<file path="src/rtl/noc_link_pkg.sv">
// ============================================================================
// noc_link_pkg : link-state encodings and default NoC link sizing
// Rev 1.0
// ============================================================================
`default_nettype none

package noc_link_pkg;

  typedef enum logic [1:0] {
    LINK_STOP  = 2'd0,
    LINK_ACT   = 2'd1,
    LINK_RUN   = 2'd2,
    LINK_DEACT = 2'd3
  } link_state_e;

  // Shared with link_credit_rx so both ends agree on sizing.
  localparam int NOC_FLIT_WIDTH = 128;
  localparam int NOC_CRD_MAX    = 15;

endpackage

`default_nettype wire

</file>
<file path="src/rtl/link_crd_counter.sv">
// ============================================================================
// link_crd_counter : saturating credit counter with sticky overflow flag
// Rev 1.0
// ============================================================================
`default_nettype none

module link_crd_counter
  import noc_link_pkg::*;
#(
  parameter  int CRD_MAX = NOC_CRD_MAX,
  localparam int CRD_W   = $clog2(CRD_MAX + 1)
) (
  input  logic             clk,
  input  logic             rst_n,
  input  logic             dec,
  input  logic             inc,
  input  logic             clr,
  output logic [CRD_W-1:0] cnt,
  output logic             ovf
);

  localparam logic [CRD_W-1:0] c_crd_max = CRD_W'(CRD_MAX);

  logic w_inc_only;
  logic w_dec_only;

  assign w_inc_only = inc & ~dec;
  assign w_dec_only = dec & ~inc;

  always_ff @(posedge clk or negedge rst_n) begin
    if (!rst_n) begin
      cnt <= '0;
      ovf <= 1'b0;
    end else begin
      if (clr) begin
        cnt <= '0;
      end else if (w_inc_only) begin
        if (cnt != c_crd_max) cnt <= cnt + CRD_W'(1);
      end else if (w_dec_only) begin
        cnt <= cnt - CRD_W'(1);
      end
      // Overflow is flagged even if the counter is being cleared this cycle.
      if (w_inc_only && (cnt == c_crd_max)) ovf <= 1'b1;
    end
  end

endmodule

`default_nettype wire

</file>
<file path="src/rtl/link_credit_tx.sv">
// ============================================================================
// link_credit_tx : credit-based NoC link transmitter with req/ack bring-up FSM
// Optional: LINK_CREDIT_TX_PERF_EN adds the stall_cnt output.   Rev 1.0
// ============================================================================
`default_nettype none

module link_credit_tx
  import noc_link_pkg::*;
#(
  parameter  int FLIT_WIDTH = NOC_FLIT_WIDTH,
  parameter  int CRD_MAX    = NOC_CRD_MAX,
  localparam int CRD_W      = $clog2(CRD_MAX + 1)
) (
  input  logic                  clk,
  input  logic                  rst_n,
  input  logic                  link_en,
  input  logic                  fifo_empty,
  input  logic [FLIT_WIDTH-1:0] fifo_data,
  output logic                  fifo_pop,
  output logic                  tx_flitv,
  output logic [FLIT_WIDTH-1:0] tx_flit,
  input  logic                  tx_lcrdv,
  output logic                  tx_link_req,
  input  logic                  tx_link_ack,
  output logic [1:0]            link_state,
  output logic [CRD_W-1:0]      crd_cnt,
  output logic                  crd_ovf
`ifdef LINK_CREDIT_TX_PERF_EN
  ,
  output logic [31:0]           stall_cnt
`endif
);

  link_state_e r_state;
  link_state_e w_state_next;
  logic        w_send;
  logic        w_crd_clr;

  always_ff @(posedge clk or negedge rst_n) begin
    if (!rst_n) r_state <= LINK_STOP;
    else        r_state <= w_state_next;
  end

  // Abort (link_en low) takes priority over ack while activating.
  always_comb begin
    w_state_next = r_state;
    case (r_state)
      LINK_STOP:  if (link_en) w_state_next = LINK_ACT;
      LINK_ACT: begin
        if (!link_en)         w_state_next = LINK_DEACT;
        else if (tx_link_ack) w_state_next = LINK_RUN;
      end
      LINK_RUN:   if (!link_en) w_state_next = LINK_DEACT;
      LINK_DEACT: if (!tx_link_ack) w_state_next = LINK_STOP;
      default:    w_state_next = LINK_STOP;
    endcase
  end

  assign w_send     = (r_state == LINK_RUN) & ~fifo_empty & (crd_cnt != '0);
  assign fifo_pop   = w_send;
  assign link_state = r_state;
  assign w_crd_clr  = (r_state == LINK_STOP) | (w_state_next == LINK_STOP);

  link_crd_counter #(
    .CRD_MAX (CRD_MAX)
  ) u_crd (
    .clk   (clk),
    .rst_n (rst_n),
    .dec   (w_send),
    .inc   (tx_lcrdv & (r_state != LINK_STOP)),
    .clr   (w_crd_clr),
    .cnt   (crd_cnt),
    .ovf   (crd_ovf)
  );

  always_ff @(posedge clk or negedge rst_n) begin
    if (!rst_n) begin
      tx_flitv    <= 1'b0;
      tx_flit     <= '0;
      tx_link_req <= 1'b0;
    end else begin
      tx_flitv    <= w_send;
      if (w_send) tx_flit <= fifo_data;
      tx_link_req <= (w_state_next == LINK_ACT) | (w_state_next == LINK_RUN);
    end
  end

`ifdef LINK_CREDIT_TX_PERF_EN
  always_ff @(posedge clk or negedge rst_n) begin
    if (!rst_n) begin
      stall_cnt <= '0;
    end else if (w_state_next == LINK_STOP) begin
      stall_cnt <= '0;
    end else if ((r_state == LINK_RUN) && !fifo_empty && (crd_cnt == '0)) begin
      stall_cnt <= stall_cnt + 32'd1;
    end
  end
`endif

endmodule

`default_nettype wire

</file>
<file path="config.mk">
export PLATFORM = sky130hd
export DESIGN_NAME = link_credit_tx
export DESIGN_NICKNAME = d
export VERILOG_FILES = /design/src/rtl/noc_link_pkg.sv /design/src/rtl/link_crd_counter.sv /design/src/rtl/link_credit_tx.sv
export SDC_FILE = /design/constraint.sdc
export NUM_CORES = 1
export LEC_CHECK = 0
export ABC_AREA = 0
export BUFFER_PORTS_ARGS = -buffer_cell sky130_fd_sc_hd__buf_2
export CORE_UTILIZATION = 45
export DETAILED_ROUTE_END_ITERATION = 16
export PLACE_DENSITY = 0.78
export SYNTH_ARGS = -nofsm -noshare
export SYNTH_HDL_FRONTEND = slang
export SYNTH_HIERARCHICAL = 1
export SYNTH_SLANG_ARGS = --single-unit
</file>
<file path="constraint.sdc">
create_clock -name clk -period 6.15 [get_ports clk]
set_input_delay 0.615 -clock clk [delete_from_list [all_inputs] [get_ports clk]]
set_output_delay 0.615 -clock clk [all_outputs]
set_load 0.01 [all_outputs]
</file>
==> impl_metrics.env, run 1 <==
export IMPL_initial_core_util_pct=46.3
export IMPL_yosysSeqAreaShare_pct=58.7
export IMPL_hp_class="primary input to async pin"
export IMPL_grt_pass1_wl_mm=19.0
export IMPL_port_buffers=271
export IMPL_cts_hold_buffers_added=0
export IMPL_die_h_um=116
export IMPL_yosysWarnings=6
export IMPL_async_flop_share_pct=100
export IMPL_die_w_um=116
export IMPL_synth_area_top_cells="dfrtp_1 59%, mux2_4 26%, buf_12 3.8%, mux2_1 3.5%, mux2_2 1.9%"
export IMPL_finalCritPeriodShare_pct=49.2
export IMPL_syn_inst=325
export IMPL_multiInputGateArea_mm2=0.00216
export IMPL_netlist_area_mm2=0.00584
export IMPL_dieArea_mm2=0.0134
export IMPL_power_density_mw_per_mm2=576
export IMPL_grt_overflow=0
export IMPL_synth_top_cell_area_share_pct=58.7
export IMPL_regArea_mm2=0.00343
export IMPL_synth_top_cell_by_area="dfrtp_1"
export IMPL_peakVddDrop_mv=0.336
export IMPL_finalSetupViolCount=0
export IMPL_yosysMostFrequentCell="dfrtp_1"
export IMPL_track_usage_pct=18.9
export IMPL_fillers=971
export IMPL_ff2ff_path_depth=9
export IMPL_vias_per_cell=4.71
export IMPL_path_buf_inv=2
export IMPL_rsz0062_at_grt="no"
export IMPL_crit_path_max_incr_delay_ns=0.69
export IMPL_end_kind="primary output"
export IMPL_numCtsBuffers=17
export IMPL_gp_congestion=0.706
export IMPL_synthDistinctLibCells=36
export IMPL_fmax_mhz=330
export IMPL_avgSynthCellArea_um2=18.0
export IMPL_pin_count=272
export IMPL_insertion_delay_ns=0.41
export IMPL_drtPass1Iterations=4
export IMPL_drv_slew=0
export IMPL_path_clk_slew_ns=0.06
export IMPL_vias=3715
export IMPL_first_global_vias=3817
export IMPL_synth_edf_count=0
export IMPL_cts_buffer_depth=2
export IMPL_root_buffer="clkbuf_16"
export IMPL_synth_nets=462
export IMPL_ys_top_cells_by_count="137 x dfrtp_1, 100 x mux2_4, 18 x mux2_1"
export IMPL_p_total_mw=4.52
export IMPL_cts_tree="yes"
export IMPL_status="complete, no violations"
export IMPL_drive_gt1_share_pct=68.7
export IMPL_fin_tns_setup_ns=0
export IMPL_critical_path_depth=4
export IMPL_fin_nets=740
export IMPL_synth_seq_cells=137
export IMPL_grt_antenna_before_repair=0
export IMPL_hold_viol=0
export IMPL_synth_flop_cell="dfrtp_1"
export IMPL_drt_total_wl_mm=12.8
export IMPL_crit_fanout=131
export IMPL_cts_resized=0
export IMPL_grt_max_degree=132
export IMPL_period_needed_ns=3.03
export IMPL_critical_path_arrival_ns=2.41
export IMPL_ctsHtreeMaxLevel=4
export IMPL_ant_nets=0
export IMPL_cts_sinks=137
export IMPL_antenna_cells=0
export IMPL_crit_slowest_cell="buf_12"
export IMPL_hpwl_mm=8.92
export IMPL_drtIter0Drc=182
export IMPL_slew_headroom_pct=39.4
export IMPL_max_cap_violations=0
export IMPL_hold_slack_ns=0.184
export IMPL_placed_cells=756
export IMPL_cts_setup_buffers=0
export IMPL_cp_cell_sequence="nand2b_2, nor3_4, buf_12, buf_2"
export IMPL_rows=41
export IMPL_startpoint_type="register"
export IMPL_instances_no_fill=788
export IMPL_wl_per_cell_um=16.2
export IMPL_core_mm2=0.0126
export IMPL_worstMarginPinSlew_ns=0.910
export IMPL_critPathTopFamily="buffers and inverters"
export IMPL_p_leak_nw=4.04
export IMPL_route_detailed_drc=0
export IMPL_skew_ns=0.00685
export IMPL_area_growth_pct=34.4
export IMPL_critPathKind="register to primary output"
export IMPL_critPathRequiredTime_ns=5.53
-- path summary, 6_finish.rpt --
path	slack, ns	to	startpoint
max in group asynchronous	4.62	tx_flit[45]$_DFFE_PN0P_	rst_n
setup / recovery	3.12	fifo_pop	link_state[0]$_DFF_PN0_
hold reg to reg	0.47	u_crd/ovf$_DFFE_PN0P_	u_crd/ovf$_DFFE_PN0P_
min in group clk	0.42	tx_flit[114]$_DFFE_PN0P_	fifo_data[114]
setup reg to reg	3.82	u_crd/cnt[3]$_DFFE_PN0P_	u_crd/cnt[1]$_DFFE_PN0P_
hold / removal	0.18	tx_flit[94]$_DFFE_PN0P_	rst_n
-- placed cells by master (no fill, tap or decap), drive strengths merged, types with 4 or more instances in the layout --
cell    netlist  routed
clkbuf        0      21
nand2         5       5
mux2        128     128
nor2          4       4
nor3          5       5
clkinv        0       5
nand2b        4       4
buf          14     273
bufinv        0       5
dfrtp       137     137
-- routing by layer --
metal  wire length (um)  vias up  share of wire [%]  global-route usage (%)
li1                   -     1705                  -                       -
met1               5210     1834                 41                    21.5
met2               6530      161                 51                    32.6
met3                882       15                6.9                    6.01
met4                177        0                1.4                    8.29
met5                  0        -                  0                       0
-- power by group --
part | leakage [nW] | internal (mW) | switching [mW]
Sequential | 1.65 | 1.36 | 0.267
Clock | 0.317 | 0.741 | 0.375
Combinational | 2.07 | 1.02 | 0.762
Total | 4.04 | 3.12 | 1.40
-- per-stage QoR --
stage	instance area [um2]	util (%)	setup WS, ns
detailed placement	7200	57.0	3.51
global placement	7200	57.0	3.55
global route	7850	62.2	3.00
CTS	7850	62.2	3.09
finish	7850	62.2	3.12
floorplan	5840	-	3.69
-- sequential cells by signal (all words and copies together), names as in the netlist --
register and cells:
tx_flit 128, u_crd/cnt 4, tx_flitv 1, link_state 2, tx_link_req 1, u_crd/ovf 1
-- cells by family (layout without fill, tap and decap cells) --
| kind of cell | count (synthesis) | count (layout) | share of synthesized area [%] |
|---|---|---|---|
| AOI/OAI and AO/OA | 14 | 14 | 1.91 |
| xor gates and xnor gates | 2 | 2 | 0.300 |
| adders and majority gates | 3 | 3 | 0.642 |
| buffers and inverters | 15 | 306 | 4.39 |
| DFF | 137 | 137 | 58.7 |
| muxes | 128 | 128 | 31.1 |
| and+or+nand+nor | 26 | 26 | 3.02 |
-- area by class of cell --
cell class              instances  area share [%]
clock inverters                11            2.47
inverters                       1          0.0797
multi-input cells             173            27.5
well taps                     172            2.74
flip-flops and latches        137            43.7
clock buffers                  21            5.86
repair buffers                273            17.7
Power figures use the tool's default switching activity.
==> run 2, diff against run 1 <==
clock period = 3.1 ns   (was 6.15 ns; I/O delays follow)
==> run 2 against run 1 <==
Combinational power up 100%. Clock-buffer cell count up 3. Sequential cell count unchanged. Critical path depth unchanged. Critical path type unchanged. Design area up 0.70%. Die area unchanged. Non-clock buffer count up 1. Via count up 1.6%.
==> impl_metrics.env, run 2 (same netlist as run 1, synthesis figures left out) <==
export IMPL_hpwl_mm=8.98
export IMPL_drtIter0Drc=180
export IMPL_power_density_mw_per_mm2=1150
export IMPL_rows=41
export IMPL_r2r_slack_ns=0.63
export IMPL_rsz0062_at_grt="no"
export IMPL_regArea_mm2=0.00343
export IMPL_layout_common_cells="270 x buf_2, 137 x dfrtp_1, 100 x mux2_4"
export IMPL_final_common_cell="buf_2"
export IMPL_status="complete, no violations"
export IMPL_ctsHtreeMaxLevel=4
export IMPL_ant_nets=0
export IMPL_crit_path_max_incr_delay_ns=0.56
export IMPL_cts_buffer_depth=2
export IMPL_fin_tns_setup_ns=0
export IMPL_rr_endpoint="u_crd/cnt[3]$_DFFE_PN0P_"
export IMPL_drt_total_wl_mm=12.8
export IMPL_cts_sinks=137
export IMPL_die_h_um=116
export IMPL_cts_tree="yes"
export IMPL_peakVddDrop_mv=0.630
export IMPL_largest_reg_flops=128
export IMPL_core_mm2=0.0126
export IMPL_p_leak_nw=4.07
export IMPL_crit_fanout=131
export IMPL_fin_nets=741
export IMPL_grt_overflow=0
export IMPL_initial_core_util_pct=46.3
export IMPL_max_cap_violations=0
export IMPL_grt_pass1_wl_mm=19.4
export IMPL_top_register="tx_flit"
export IMPL_drv_slew=0
export IMPL_period_needed_ns=2.61
export IMPL_skew_ns=0.0144
export IMPL_critPathRequiredTime_ns=2.79
export IMPL_grt_antenna_before_repair=0
export IMPL_area_growth_pct=35.3
export IMPL_insertion_delay_ns=0.42
export IMPL_path_clk_slew_ns=0.06
export IMPL_min_to="tx_flit[109]$_DFFE_PN0P_"
export IMPL_vias_per_cell=4.79
export IMPL_finalCritPeriodShare_pct=84.3
export IMPL_critPathTopFamily="buffers and inverters"
export IMPL_place_worst_setup_slack_ns=0.748
export IMPL_critical_path_arrival_ns=2.30
export IMPL_end_kind="primary output"
export IMPL_setup_ws_ns=0.486
export IMPL_ff2ff_path_depth=7
export IMPL_path_buf_inv=2
export IMPL_route_detailed_drc=0
export IMPL_fin_util_pct=62.7
export IMPL_reg2reg_from="link_state[0]$_DFF_PN0_"
export IMPL_fmax_mhz=383
export IMPL_antenna_cells=0
export IMPL_drtPass1Iterations=4
export IMPL_grt_max_degree=132
export IMPL_port_buffers=271
export IMPL_placed_cells=756
export IMPL_hold_viol=0
export IMPL_numCtsBuffers=17
export IMPL_vias=3773
export IMPL_dieArea_mm2=0.0134
export IMPL_first_global_vias=3898
export IMPL_wl_per_cell_um=16.3
export IMPL_min_path_cells=2
export IMPL_instances_no_fill=788
export IMPL_fillers=1003
export IMPL_track_usage_pct=19.1
export IMPL_cts_setup_buffers=0
export IMPL_gp_congestion=0.813
export IMPL_slew_headroom_pct=28.9
export IMPL_startpoint_type="register"
export IMPL_crit_slowest_cell="buf_12"
export IMPL_hp_start="fifo_data[109]"
export IMPL_cp_cell_sequence="nand2b_2, nor3_4, buf_12, buf_2"
export IMPL_cts_resized=0
export IMPL_drive_gt1_share_pct=68.5
export IMPL_finalSetupViolCount=0
export IMPL_critPathKind="register to primary output"
export IMPL_die_w_um=116
export IMPL_hold_slack_ns=0.109
export IMPL_root_buffer="clkbuf_16"
export IMPL_pin_count=272
export IMPL_hp_class="primary input to register"
export IMPL_worstMarginPinSlew_ns=1.07
export IMPL_multiInputGateArea_mm2=0.00216
==> run 2: changes by cell type in the layout (fill, tap and decap cells not counted), sizes merged <==
cell         delta
clkinv          -4
clkbuf          +3
bufinv          +1
clkinvlp        -1
dlygate4sd3     +1
==> run 2: how the worst max path moves through the flow <==
stage | start | depth (start not counted) | end
2_1_floorplan | u_crd/cnt[1]$_DFFE_PN0P_ | 11 | u_crd/cnt[3]$_DFFE_PN0P_
3_3_place_gp | link_state[0]$_DFF_PN0_ | 4 | fifo_pop
3_5_place_dp | u_crd/cnt[1]$_DFFE_PN0P_ | 9 | u_crd/cnt[3]$_DFFE_PN0P_
4_1_cts | link_state[0]$_DFF_PN0_ | 4 | fifo_pop
5_1_grt | link_state[0]$_DFF_PN0_ | 4 | fifo_pop
6_report | link_state[0]$_DFF_PN0_ | 4 | fifo_pop
==> run 2: worst register-to-register path, delay by kind of cell, from the launching register on <==
family / cells / cell delay (ns)
buf+inv: 1 / 0.56
simple gates: 4 / 1.01
compound gates: 2 / 0.31
flops: 1 / 0.45
==> run 2: layer usage <==
metal | share of wire (%) | track usage [%] | vias to the layer above
met2 | 52 | 33.2 | 172
met1 | 39 | 21.6 | 1877
met5 | 0 | 0 | -
met3 | 7.4 | 6.49 | 19
met4 | 1.5 | 7.86 | 0
li1 | - | - | 1705
==> run 2: what timing repair did <==
item                                   4_1_cts  5_1_grt
hold buffers                                 1        0
endpoints found under the hold margin       79        0
setup endpoints to repair                    0        0
==> run 2: area by class of cell <==
| class | count | share of cell area [%] |
|---|---|---|
| tap | 172 | 2.72 |
| sequential | 137 | 43.3 |
| multi-input combinational | 173 | 27.3 |
| clock inverter | 7 | 2.34 |
| inverter | 1 | 0.0791 |
| timing repair buffer | 274 | 17.9 |
| clock buffer | 24 | 6.34 |
==> run 2: metrics by stage <==
stage | power (mW) | cell area, um2
after floorplan | 5.55 | 5840
after global placement | 6.64 | 7210
after detailed placement | 6.78 | 7210
after CTS | 9.18 | 7910
after global routing | 9.58 | 7910
final | 9.10 | 7910
==> run 2: power breakdown <==
part / total, mW / switching (mW) / internal, mW
sequential: 3.21 / 0.517 / 2.69
clock: 2.33 / 0.716 / 1.61
combinational: 3.56 / 1.53 / 2.04
==> run 3, diff against run 2 <==
CORE_UTILIZATION = 42   (was 45)
PLACE_DENSITY = 0.76   (was 0.78)
clock period = 2.1 ns   (was 3.1 ns; I/O delays follow)
==> run 3 against run 2 <==
Hold slack worse by 0.087 ns. Clock power is 24% higher. Clock-buffer cell count is 1 lower. First-iteration DRC count is 1.7% lower. Combinational power is 57% higher. Critical endpoint is now u_crd/cnt[3]$_DFFE_PN0P_. Global-route usage is 1.0 points higher. Clock skew is 0.0063 ns lower.
==> impl_metrics.env, run 3 (same netlist as run 1, synthesis figures left out) <==
export IMPL_status="complete, no violations"
export IMPL_grt_overflow=0
export IMPL_fin_nets=775
export IMPL_critical_path_arrival_ns=2.39
export IMPL_numCtsBuffers=17
export IMPL_rsz0062_at_grt="yes"
export IMPL_drtPass1Iterations=4
export IMPL_peakVddDrop_mv=0.792
export IMPL_insertion_delay_ns=0.42
export IMPL_ctsHtreeMaxLevel=4
export IMPL_critPathRequiredTime_ns=2.43
export IMPL_hpwl_mm=9.57
export IMPL_layout_common_cells="270 x buf_2, 132 x dfrtp_1, 100 x mux2_4"
export IMPL_worstMarginPinSlew_ns=0.372
export IMPL_hold_viol=0
export IMPL_rr_endpoint="u_crd/cnt[3]$_DFFE_PN0P_"
export IMPL_power_density_mw_per_mm2=1620
export IMPL_r2r_slack_ns=0.04
export IMPL_first_global_vias=4281
export IMPL_top_register="tx_flit"
export IMPL_place_area_mm2=0.00736
export IMPL_initial_core_util_pct=43.6
export IMPL_vias=3971
export IMPL_cts_sinks=137
export IMPL_reg2reg_from="u_crd/cnt[1]$_DFFE_PN0P_"
export IMPL_cts_tree="yes"
export IMPL_rows=42
export IMPL_slew_headroom_pct=75.2
export IMPL_track_usage_pct=20.1
export IMPL_grt_max_degree=66
export IMPL_largest_reg_flops=128
export IMPL_finalSetupViolCount=0
export IMPL_path_clk_slew_ns=0.06
export IMPL_cts_buffer_depth=2
export IMPL_vias_per_cell=4.81
export IMPL_crit_start="u_crd/cnt[1]$_DFFE_PN0P_"
export IMPL_die_h_um=120
export IMPL_setup_ws_ns=0.0438
export IMPL_end_kind="register"
export IMPL_port_buffers=271
export IMPL_startpoint_type="register"
export IMPL_grt_pass1_wl_mm=22.0
export IMPL_drive_gt1_share_pct=69.3
export IMPL_ff2ff_path_depth=9
export IMPL_gp_congestion=0.825
export IMPL_period_needed_ns=2.06
export IMPL_fmax_mhz=486
export IMPL_ant_nets=0
export IMPL_hold_slack_ns=0.0212
export IMPL_dieArea_mm2=0.0144
export IMPL_drv_slew=0
export IMPL_route_detailed_drc=0
export IMPL_pin_count=272
export IMPL_max_cap_violations=0
export IMPL_skew_ns=0.00812
export IMPL_regArea_mm2=0.00343
export IMPL_drtIter0Drc=177
export IMPL_die_w_um=120
export IMPL_antenna_cells=0
export IMPL_drt_total_wl_mm=14.2
export IMPL_final_common_cell="buf_2"
export IMPL_fin_util_pct=61.4
export IMPL_fillers=1025
export IMPL_grt_antenna_before_repair=0
export IMPL_instances_no_fill=825
export IMPL_placed_cells=768
export IMPL_area_growth_pct=40.9
export IMPL_finalInstanceArea_mm2=0.00823
export IMPL_crit_fanout=6
export IMPL_core_mm2=0.0134
export IMPL_wl_per_cell_um=17.3
export IMPL_place_worst_setup_slack_ns=-0.00972
export IMPL_multiInputGateArea_mm2=0.00221
export IMPL_finalCritPeriodShare_pct=97.9
export IMPL_root_buffer="clkbuf_16"
export IMPL_cp_endpoint="u_crd/cnt[3]$_DFFE_PN0P_"
export IMPL_hp_class="primary input to register"
export IMPL_critPathKind="register to register"
export IMPL_p_leak_nw=4.20
[run 3: cell count changes in the layout (fill, tap and decap cells not counted), moves of 2 or more]
cell,change
buf_12,+4
buf_4,+15
bufinv_16,-4
clkbuf_8,-2
clkinvlp_4,+2
dfrtp_1,-5
dfrtp_2,+5
dlygate4sd3_1,+13
[run 3: repair_timing]
action | CTS | global route
pin swaps | 0 | 5
hold buffers | 14 | 0
hold endpoints to repair | 48 | 0
setup buffers | 1 | 10
cloned | 1 | 1
setup endpoints to repair | 2 | 3
gates resized for setup | 1 | 4
[run 3: how the worst min path moves through the flow]
stage	start	to	slack, ns	depth (start not counted)
4_1_cts	fifo_data[106]	tx_flit[106]$_DFFE_PN0P_	0.0001	2
3_5_place_dp	rst_n	tx_flit[127]$_DFFE_PN0P_	0.13	1
3_3_place_gp	rst_n	tx_flit[116]$_DFFE_PN0P_	0.13	1
5_1_grt	fifo_data[86]	tx_flit[86]$_DFFE_PN0P_	0.006	2
2_1_floorplan	rst_n	link_state[0]$_DFF_PN0_	-0.09	0
6_report	fifo_data[50]	tx_flit[50]$_DFFE_PN0P_	0.02	2
[run 3: metrics by stage]
stage,TNS (ns),power [mW]
after floorplan,-0.123,8.26
after global placement,0,9.94
after detailed placement,-0.00972,10.2
after CTS,0,13.3
after global routing,-0.0943,14.0
final,0,13.3
[run 3: where the power goes]
group	leakage [nW]	switching [mW]	internal (mW)	total [mW]
Combinational	2.28	2.35	3.24	5.59
Clock	0.275	1.08	1.83	2.90
Sequential	1.64	0.824	3.99	4.81
Total	4.20	4.25	9.06	13.3
[run 3: final cells by class]
type,instances,share of cell area (%)
Clock buffer,23,5.80
Multi-Input combinational cell,173,26.8
Clock inverter,7,1.14
Sequential cell,137,41.7
Tap cell,176,2.67
Inverter,1,0.0760
Timing Repair Buffer,308,21.8
[run 3: critical path, cell delays in order, from the launching register on]
cell and delay (ns):
dfrtp_2 0.46, nor4_4 0.34, nor3_4 0.09, nor2b_4 0.16, inv_4 0.06, ha_4 0.30, o21a_1 0.15, nor3_1 0.06
o211a_1 0.21, nor3_2 0.15
[run 3: metal layers]
layer / wire length, um / share of wire, % / global-route usage (%)
met1: 5690 / 40 / 23.0
met2: 7350 / 52 / 34.8
met3: 991 / 7.0 / 6.94
met4: 214 / 1.5 / 7.11
met5: 0 / 0 / 0
